===== src/rtl/ctrl_pkg.sv =====
// Shared encodings for the multicycle controller: FSM states, condition codes and datapath selects.
// Conditional execution is controlled by the COND_EXEC_EN macro (see cond_logic).
package ctrl_pkg;

    typedef enum logic [3:0] {
        FETCH  = 4'd0,
        DECODE = 4'd1,
        MEMADR = 4'd2,
        MEMRD  = 4'd3,
        MEMWB  = 4'd4,
        MEMWR  = 4'd5,
        EXECR  = 4'd6,
        EXECI  = 4'd7,
        ALUWB  = 4'd8,
        BRANCH = 4'd9
    } state_t;

    localparam logic [3:0] COND_EQ = 4'h0;
    localparam logic [3:0] COND_NE = 4'h1;
    localparam logic [3:0] COND_CS = 4'h2;
    localparam logic [3:0] COND_CC = 4'h3;
    localparam logic [3:0] COND_MI = 4'h4;
    localparam logic [3:0] COND_PL = 4'h5;
    localparam logic [3:0] COND_VS = 4'h6;
    localparam logic [3:0] COND_VC = 4'h7;
    localparam logic [3:0] COND_HI = 4'h8;
    localparam logic [3:0] COND_LS = 4'h9;
    localparam logic [3:0] COND_GE = 4'hA;
    localparam logic [3:0] COND_LT = 4'hB;
    localparam logic [3:0] COND_GT = 4'hC;
    localparam logic [3:0] COND_LE = 4'hD;
    localparam logic [3:0] COND_AL = 4'hE;
    localparam logic [3:0] COND_NV = 4'hF;

    localparam logic [1:0] ALU_ADD = 2'b00;
    localparam logic [1:0] ALU_SUB = 2'b01;
    localparam logic [1:0] ALU_AND = 2'b10;
    localparam logic [1:0] ALU_ORR = 2'b11;

    localparam logic [1:0] RES_ALUOUT    = 2'b00;
    localparam logic [1:0] RES_DATA      = 2'b01;
    localparam logic [1:0] RES_ALURESULT = 2'b10;

    localparam logic [1:0] SRCB_REG  = 2'b00;
    localparam logic [1:0] SRCB_IMM  = 2'b01;
    localparam logic [1:0] SRCB_FOUR = 2'b10;

endpackage


===== src/rtl/cond_logic.sv =====
// NZCV flag register, condition evaluator and registered CondExR.
// With COND_EXEC_EN undefined, CondExR is tied high and every condition executes.
module cond_logic
    import ctrl_pkg::*;
(
    input  logic       clk,
    input  logic       reset,
    input  logic [3:0] cond,
    input  logic [3:0] aluflags,
    input  logic [1:0] flagw,
    input  logic       flagen,
    input  logic       condload,
    output logic       condexr
);

    logic [3:0] flags;

    always_ff @(posedge clk) begin
        if (reset) begin
            flags <= '0;
        end else if (flagen && condexr) begin
            if (flagw[1]) flags[3:2] <= aluflags[3:2];
            if (flagw[0]) flags[1:0] <= aluflags[1:0];
        end
    end

`ifdef COND_EXEC_EN
    logic n, z, c, v;
    logic condex;

    assign {n, z, c, v} = flags;

    always_comb begin
        condex = 1'b0;
        case (cond)
            COND_EQ: condex = z;
            COND_NE: condex = ~z;
            COND_CS: condex = c;
            COND_CC: condex = ~c;
            COND_MI: condex = n;
            COND_PL: condex = ~n;
            COND_VS: condex = v;
            COND_VC: condex = ~v;
            COND_HI: condex = c & ~z;
            COND_LS: condex = ~(c & ~z);
            COND_GE: condex = (n == v);
            COND_LT: condex = (n != v);
            COND_GT: condex = ~z & (n == v);
            COND_LE: condex = ~(~z & (n == v));
            COND_AL: condex = 1'b1;
            default: condex = 1'b0;
        endcase
    end

    // Captured at the end of DECODE so later states of the instruction see a stable
    // decision even if this instruction's own flag write lands mid-way.
    always_ff @(posedge clk) begin
        if (reset)
            condexr <= 1'b0;
        else if (condload)
            condexr <= condex;
    end
`else
    logic unused_cond;
    assign unused_cond = ^{cond, condload};
    assign condexr = 1'b1;
`endif

endmodule


===== src/rtl/mc_controller.sv =====
// Multicycle Moore controller: FSM, instruction decode and datapath select/enable generation.
// Conditional execution is enabled by defining COND_EXEC_EN.
module mc_controller
    import ctrl_pkg::*;
(
    input  logic        clk,
    input  logic        reset,
    input  logic [31:0] Instr,
    input  logic [3:0]  ALUFlags,
    output logic        PCWrite,
    output logic        AdrSrc,
    output logic        MemWrite,
    output logic        IRWrite,
    output logic [1:0]  ResultSrc,
    output logic        ALUSrcA,
    output logic [1:0]  ALUSrcB,
    output logic [1:0]  ALUControl,
    output logic [1:0]  ImmSrc,
    output logic [1:0]  RegSrc,
    output logic        RegWrite,
    output logic [3:0]  State
);

    state_t     state;
    logic [1:0] op;
    logic [5:0] funct;
    logic [3:0] rd;
    logic [1:0] aluctl;
    logic [1:0] flagw;
    logic       nowrite;
    logic       condexr;
    logic       unused_bits;

    assign op          = Instr[27:26];
    assign funct       = Instr[25:20];
    assign rd          = Instr[15:12];
    assign unused_bits = ^{Instr[19:16], Instr[11:0]};

    assign ImmSrc = op;
    assign RegSrc = {op == 2'b01, op == 2'b10};
    assign State  = state;

    always_ff @(posedge clk) begin
        if (reset) begin
            state <= FETCH;
        end else begin
            case (state)
                FETCH:  state <= DECODE;
                DECODE: begin
                    case (op)
                        2'b01:   state <= MEMADR;
                        2'b00:   state <= funct[5] ? EXECI : EXECR;
                        2'b10:   state <= BRANCH;
                        default: state <= FETCH;
                    endcase
                end
                MEMADR: state <= funct[0] ? MEMRD : MEMWR;
                MEMRD:  state <= MEMWB;
                EXECR:  state <= ALUWB;
                EXECI:  state <= ALUWB;
                default: state <= FETCH;
            endcase
        end
    end

    always_comb begin
        aluctl  = ALU_ADD;
        nowrite = 1'b1;
        case (funct[4:1])
            4'b0100: begin aluctl = ALU_ADD; nowrite = 1'b0; end
            4'b0010: begin aluctl = ALU_SUB; nowrite = 1'b0; end
            4'b0000: begin aluctl = ALU_AND; nowrite = 1'b0; end
            4'b1100: begin aluctl = ALU_ORR; nowrite = 1'b0; end
            4'b1010: aluctl = ALU_SUB;
            default: aluctl = ALU_ADD;
        endcase
        flagw[1] = funct[0];
        flagw[0] = funct[0] & ((funct[4:1] == 4'b0100) | (funct[4:1] == 4'b0010)
                               | (funct[4:1] == 4'b1010));
    end

    cond_logic u_cond (
        .clk      (clk),
        .reset    (reset),
        .cond     (Instr[31:28]),
        .aluflags (ALUFlags),
        .flagw    (flagw),
        .flagen   ((state == EXECR) || (state == EXECI)),
        .condload (state == DECODE),
        .condexr  (condexr)
    );

    always_comb begin
        PCWrite    = 1'b0;
        AdrSrc     = 1'b0;
        MemWrite   = 1'b0;
        IRWrite    = 1'b0;
        RegWrite   = 1'b0;
        ResultSrc  = RES_ALUOUT;
        ALUSrcA    = 1'b0;
        ALUSrcB    = SRCB_REG;
        ALUControl = ALU_ADD;
        if (reset) begin
            // Selects mirror FETCH so the datapath sees a benign setting; all enables held low.
            ALUSrcA   = 1'b1;
            ALUSrcB   = SRCB_FOUR;
            ResultSrc = RES_ALURESULT;
        end else begin
            case (state)
                FETCH: begin
                    IRWrite   = 1'b1;
                    PCWrite   = 1'b1;
                    ALUSrcA   = 1'b1;
                    ALUSrcB   = SRCB_FOUR;
                    ResultSrc = RES_ALURESULT;
                end
                DECODE: begin
                    ALUSrcA   = 1'b1;
                    ALUSrcB   = SRCB_FOUR;
                    ResultSrc = RES_ALURESULT;
                end
                MEMADR: ALUSrcB = SRCB_IMM;
                MEMRD:  AdrSrc = 1'b1;
                MEMWB: begin
                    ResultSrc = RES_DATA;
                    RegWrite  = condexr;
                    PCWrite   = condexr & (rd == 4'hF);
                end
                MEMWR: begin
                    AdrSrc   = 1'b1;
                    MemWrite = condexr;
                end
                EXECR: begin
                    ALUSrcB    = SRCB_REG;
                    ALUControl = aluctl;
                end
                EXECI: begin
                    ALUSrcB    = SRCB_IMM;
                    ALUControl = aluctl;
                end
                ALUWB: begin
                    ResultSrc = RES_ALUOUT;
                    RegWrite  = condexr & ~nowrite;
                    PCWrite   = condexr & (rd == 4'hF);
                end
                BRANCH: begin
                    ALUSrcB   = SRCB_IMM;
                    ResultSrc = RES_ALURESULT;
                    PCWrite   = condexr;
                end
                default: ;
            endcase
        end
    end

endmodule


===== config.mk =====
export PLATFORM = sky130hd
export DESIGN_NAME = mc_controller
export DESIGN_NICKNAME = d
export VERILOG_FILES = /design/src/rtl/ctrl_pkg.sv /design/src/rtl/cond_logic.sv /design/src/rtl/mc_controller.sv
export SDC_FILE = /design/constraint.sdc
export NUM_CORES = 1
export LEC_CHECK = 0
export ABC_AREA = 0
export BUFFER_PORTS_ARGS = -buffer_cell sky130_fd_sc_hd__buf_4
export CAP_MARGIN = 10
export CORE_MARGIN = 3
export CORE_UTILIZATION = 30
export CTS_CLUSTER_DIAMETER = 80
export DETAILED_ROUTE_END_ITERATION = 10
export HOLD_SLACK_MARGIN = 0.03
export PLACE_DENSITY = 0.82
export SYNTH_ARGS = -nofsm -noshare
export SYNTH_HDL_FRONTEND = slang
export SYNTH_SLANG_ARGS = --single-unit

===== constraint.sdc =====
create_clock -name clk -period 1.4 [get_ports clk]
set_input_delay 0.14 -clock clk [delete_from_list [all_inputs] [get_ports clk]]
set_output_delay 0.14 -clock clk [all_outputs]
set_load 0.005 [all_outputs]

======== Word level (Yosys, flattened, before mapping) ========
Index checks and enable logic that the tools add are counted.
storage, ports and cells
  register bits after elaboration ......... 4
  input bits .............................. 38
  output and inout port bits .............. 20
  logic and storage cells ................. 52
cells by class
  equality and inequality tests ........... 16
  muxes and demuxes ....................... 23
  reduce and logical (&&, ||, !) cells .... 12
operators by type and width
  kind                                                             number
  4-bit by 3-bit == test with 1-bit output, second input constant  5
  4-bit == test, second input constant                             5
  4-bit case mux with 5 select lines                               1
  4-bit by 2-bit == test with 1-bit output, second input constant  3
  4-bit case mux with 3 select lines                               1
  2-bit OR reduction                                               6
  1-bit two-way mux                                                11
  4-bit logical NOT                                                2
  2-bit two-way mux                                                4
  2-bit case mux with 2 select lines                               2
  2-bit case mux with 3 select lines                               1
  3-bit OR reduction                                               2
  4-bit by 1-bit == test with 1-bit output, second input constant  1
  1-bit case mux with 2 select lines                               2
  4-bit OR reduction                                               1
  3-bit two-way mux                                                1
  2-bit by 1-bit == test with 1-bit output, second input constant  1
  2-bit == test, second input constant                             1
  2-bit logical NOT                                                1

======== Logic depth before layout (Yosys ltp) ========
  depth after elaboration ................. 5
  gate-level depth with buffers ........... 5
  gate-level depth less buffers ........... 3

======== Hierarchy ========
Synthesis repeated with hierarchy kept, for this count alone.
second synthesis, totals
  cells, all modules ...................... 69
  area total of the unflattened synthesis .. 523.0 um2
modules (own cells, without submodules)
  module         instances  cells an instance  area an instance (um2)  sequential area each (um2)
  mc_controller  1          67                 511.7                   80.1
  cond_logic     1          2                  11.3                    0.0

======== Least setup slack after synthesis ========
OpenSTA, ideal clock, no wires.
  kind .................................... reg-to-output
  start ................................... register state[1] (netlist: State[1])
  end ..................................... output ALUControl[1]
  arrival time ............................ 1.184 ns
  required time ........................... 1.260 ns
  path slack .............................. 0.076 ns
  cell stages (with the launch flop) ...... 5
  buffers on the path ..................... 1
  cell sequence ........................... dfxtp_1 -> buf_4 -> inv_2 -> or4_4 -> nor3_2
on the way
  cells in the longest elaborated chain, start to end .. 4
  elaborated cells on any way between the ends .. 5
  those cells by class .................... eq/ne (2); mux (2); reduce/logical (1)
ends and longest elaborated chain
  what                                      RTL line              source
  from (decl)                               mc_controller.sv:24   state_t state;
  from (signal assigned)                    mc_controller.sv:52   2'b00: state <= funct[5] ? EXECI : EXECR;
  from (signal assigned)                    mc_controller.sv:57   MEMADR: state <= funct[0] ? MEMRD : MEMWR;
  4-bit by 3-bit == test with 1-bit output  mc_controller.sv:109  case (state)
  2-bit OR reduction (no source line) *     -
  2-bit two-way mux *                       mc_controller.sv:109
  2-bit two-way mux *                       mc_controller.sv:103  if (reset) begin
  to (decl)                                 mc_controller.sv:17   output logic [1:0] ALUControl,
Mark *: on every way between the ends. The rest lies on a longest branch, timed or not.

======== Worst setup path in the final report ========
  start ................................... register state[3] (netlist: State[3])
  end ..................................... output ALUControl[1]
Same word-level chain as after synthesis.

==> metrics.md <==
| Metric | Value |
|---|---|
| Io pins | 58 |
| Clk root buf | clkbuf_4 |
| Run status | complete, but fails checks |
| Crit path kind | register to output port |
| Avg Inst Size Synth | approximately 7.6 µm² |
| WP data required | 1260 ps |
| CP Max Fanout | 7 |
| Final #Nets | 140 |
| Most frequent cells in the layout | 41 x buf_4, 7 x nor2_1, 4 x a21oi_1 |
| RSZ-0062 raised after global routing | true |
| Hold Path Class | primary input to register |
| Post-synth top area share | between 15 and 20% |
| Mapped cell area | around 460 µm² |
| Pleak | 0.374 nW |
| Area grow syn2layout | 90.2% |
| Via/cell ratio | between 5 and 6 |
| Fin Clk Skew | just over 1 ps |
| Top FF cell, synth | dfxtp_1 |
| CTS tree | yes |
| Async set-or-reset flop fraction in the synthesized netlist | 0% |
| CTS max path bufs | 2 |
| Residual DRC | 0 |
| WHS Path Cells | 3 |
| Final number of setup-violating endpoints | 7 |
| DRT antenna net count | 0 |
| Critical Path Sink Type | output port |
| Post-synth EDFFs | 0 |
| FF-to-FF path depth | 3 |
| Die area | about 2000 µm² |
| FF+latch count, synth | 4 |
| Max-cap violations | 0 |
| Commonest non-fill, non-tap cell in the layout | buf_4 |
| First-pass iteration count of the detailed router | 2 |
| Largest delay contributor family on the critical path | simple AND/OR/NAND/NOR gates |
| Hold Vio Cnt, Final | 0 |
| Cell variety after synth | 33 |
| Max rail drop VDD | 0.397 mV |
| Slew at the pin with the worst max-slew slack | roughly 270 ps |
| Power Density | about 590 nW/µm² |
| Top cells by area, synth | dfxtp_1 17%, buf_4 8.1%, nor2_1 5.7% |
| Worst-path cell chain | nand2b_4, or4_4, nor3_2, buf_4 |
| Relative slew slack | between 80 and 90% |
| Share of layout cells above drive strength 1 | between 60% and 70% |
| Area leader, netlist | dfxtp_1 |
| Initial antenna violation count | 0 |
| Final setup margin | -188 ps |
| Slowest CP cell | or4_4 |
| Final min period | ~1600 ps |
| Placed cells | ~110 |
| Height of the die | about 45 µm |
| Post-DP HPWL | between 1000 and 1500 µm |
| Hold Buf Count CTS | 0 |
| TritonCTS Sinks | 4 |
| H-tree depth | 1 |
| Syn nets | 99 |
| CORE AREA | around 1400 µm² |
| ANT cells | 0 |
| Synth warn | 0 |
| Synth Instances | 61 |
| I/O Buffers | 33 |
| Placer Congestion | 0.717 |
| First-pass GRT wire length | 2390 µm |
| Chip width | 45.2 µm |
| Max reg flops | 4 |
| Layout Cells excl Fill | 115 |
| Critical Path AT | around 1500 ps |
| Sequential area share after synthesis | between 10% and 20% |
| GRT Resource Usage Total | between 10% and 20% |
| DR WL/cell | 12.7 µm |
| Reg clk slew, reported paths | 40 ps |
| Crit. path cell count | 4 |
| Total power | roughly 0.52 mW |
| Gr ovfl total | 0 |
| DR vias | roughly 580 |
| DRT iter0 DRCs | 6 |
| Layout filler cell count | ~130 |
| Tcrit/Tclk final | 113% |
| Cts bufs inserted | 3 |
| Vias in the first global route | just under 600 |
| Largest stage delay, worst path | around 420 ps |
| Total Wirelength | about 1500 µm |
| Bufs and invs on worst path | 1 |
| FP Rows | 13 |
| Clock latency on the worst-skew pair | around 240 ps |
| Slew Viols, Final | 0 |
| Max Fclk | 630 MHz |
| Crit start category | register |
| Largest net degree at the start of global routing | 18 |
| Initial core utilization | approximately a third |
| Failing checks | negative setup slack |
through the flow:
step | worst slack, ps | cell area (µm²) | util, % | hold WS (ps) | TNS [ps]
4_1_cts | -194 | 827 | 60.5 | 167 | -742
5_1_grt | -234 | 878 | 64.3 | 180 | -1150
6_report | -188 | 878 | 64.3 | 173 | -632
3_5_place_dp | -29.0 | 728 | 53.3 | 402 | -55.2
2_1_floorplan | 76.3 | 462 | - | 300 | 0
3_3_place_gp | -35.9 | 728 | 53.3 | 398 | -42.9
cells by family after synthesis:
logic type / count (synthesis) / share of synthesized area [%]
compound gates: 11 / 14.9
xor+xnor: 2 / 3.79
buf+inv: 10 / 13.8
flops: 4 / 17.3
mux: 2 / 4.61
simple gates: 32 / 45.5
worst reg2reg max path, cell delays in order, from the launching register on:
cell and delay, ps:
dfxtp_4 350, or3_2 500, buf_4 160, a21oi_1 110
area by class of cell:
class / instances / area, µm² / share of cell area (%)
Clock buffer: 3 / 22.5 / 2.56
Inverter: 1 / 3.75 / 0.427
Multi-Input combinational cell: 47 / 384 / 43.7
Sequential cell: 4 / 92.6 / 10.5
Tap cell: 15 / 18.8 / 2.14
Timing Repair Buffer: 45 / 357 / 40.6
where the power goes:
part	switching [mW]	internal [mW]
sequential	0.0129	0.122
combinational	0.0998	0.142
clock	0.0473	0.0959
synthesized netlist by cell type, drive strengths merged, types with 2 or more instances:
cell type	instances
nand2b	3
nand2	3
a21oi	4
nor2b	3
buf	6
clkbuf	3
dfxtp	4
nor2	7
a2111oi	2
nor3	3
nor4b	3
nand3b	2
o21ai	2
path summary, 6_finish.rpt:
| check | slack, ps | start | to |
|---|---|---|---|
| max | -190 | State[3] | ALUControl[1] |
| min | 170 | Instr[20] | State[2] |
| max reg2reg | 210 | State[3] | State[1] |
| min reg2reg | 460 | State[3] | State[3] |
metal layers:
| metal | share of wire, % | up-vias | track usage [%] |
|---|---|---|---|
| met5 | 0 | - | 0 |
| met4 | 0 | 0 | 5.26 |
| met3 | 9.7 | 0 | 4.38 |
| met2 | 51 | 24 | 31.4 |
| met1 | 39 | 260 | 15.3 |
| li1 | - | 295 | - |
timing repair:
action | 4_1_cts | 5_1_grt
buffers inserted | 2 | 2
pin swaps | 2 | 4
setup endpoints to repair | 11 | 10
hold endpoints to repair | 0 | 0
resized for setup | 17 | 6
Note: power is estimated with default switching activity, not from simulation.
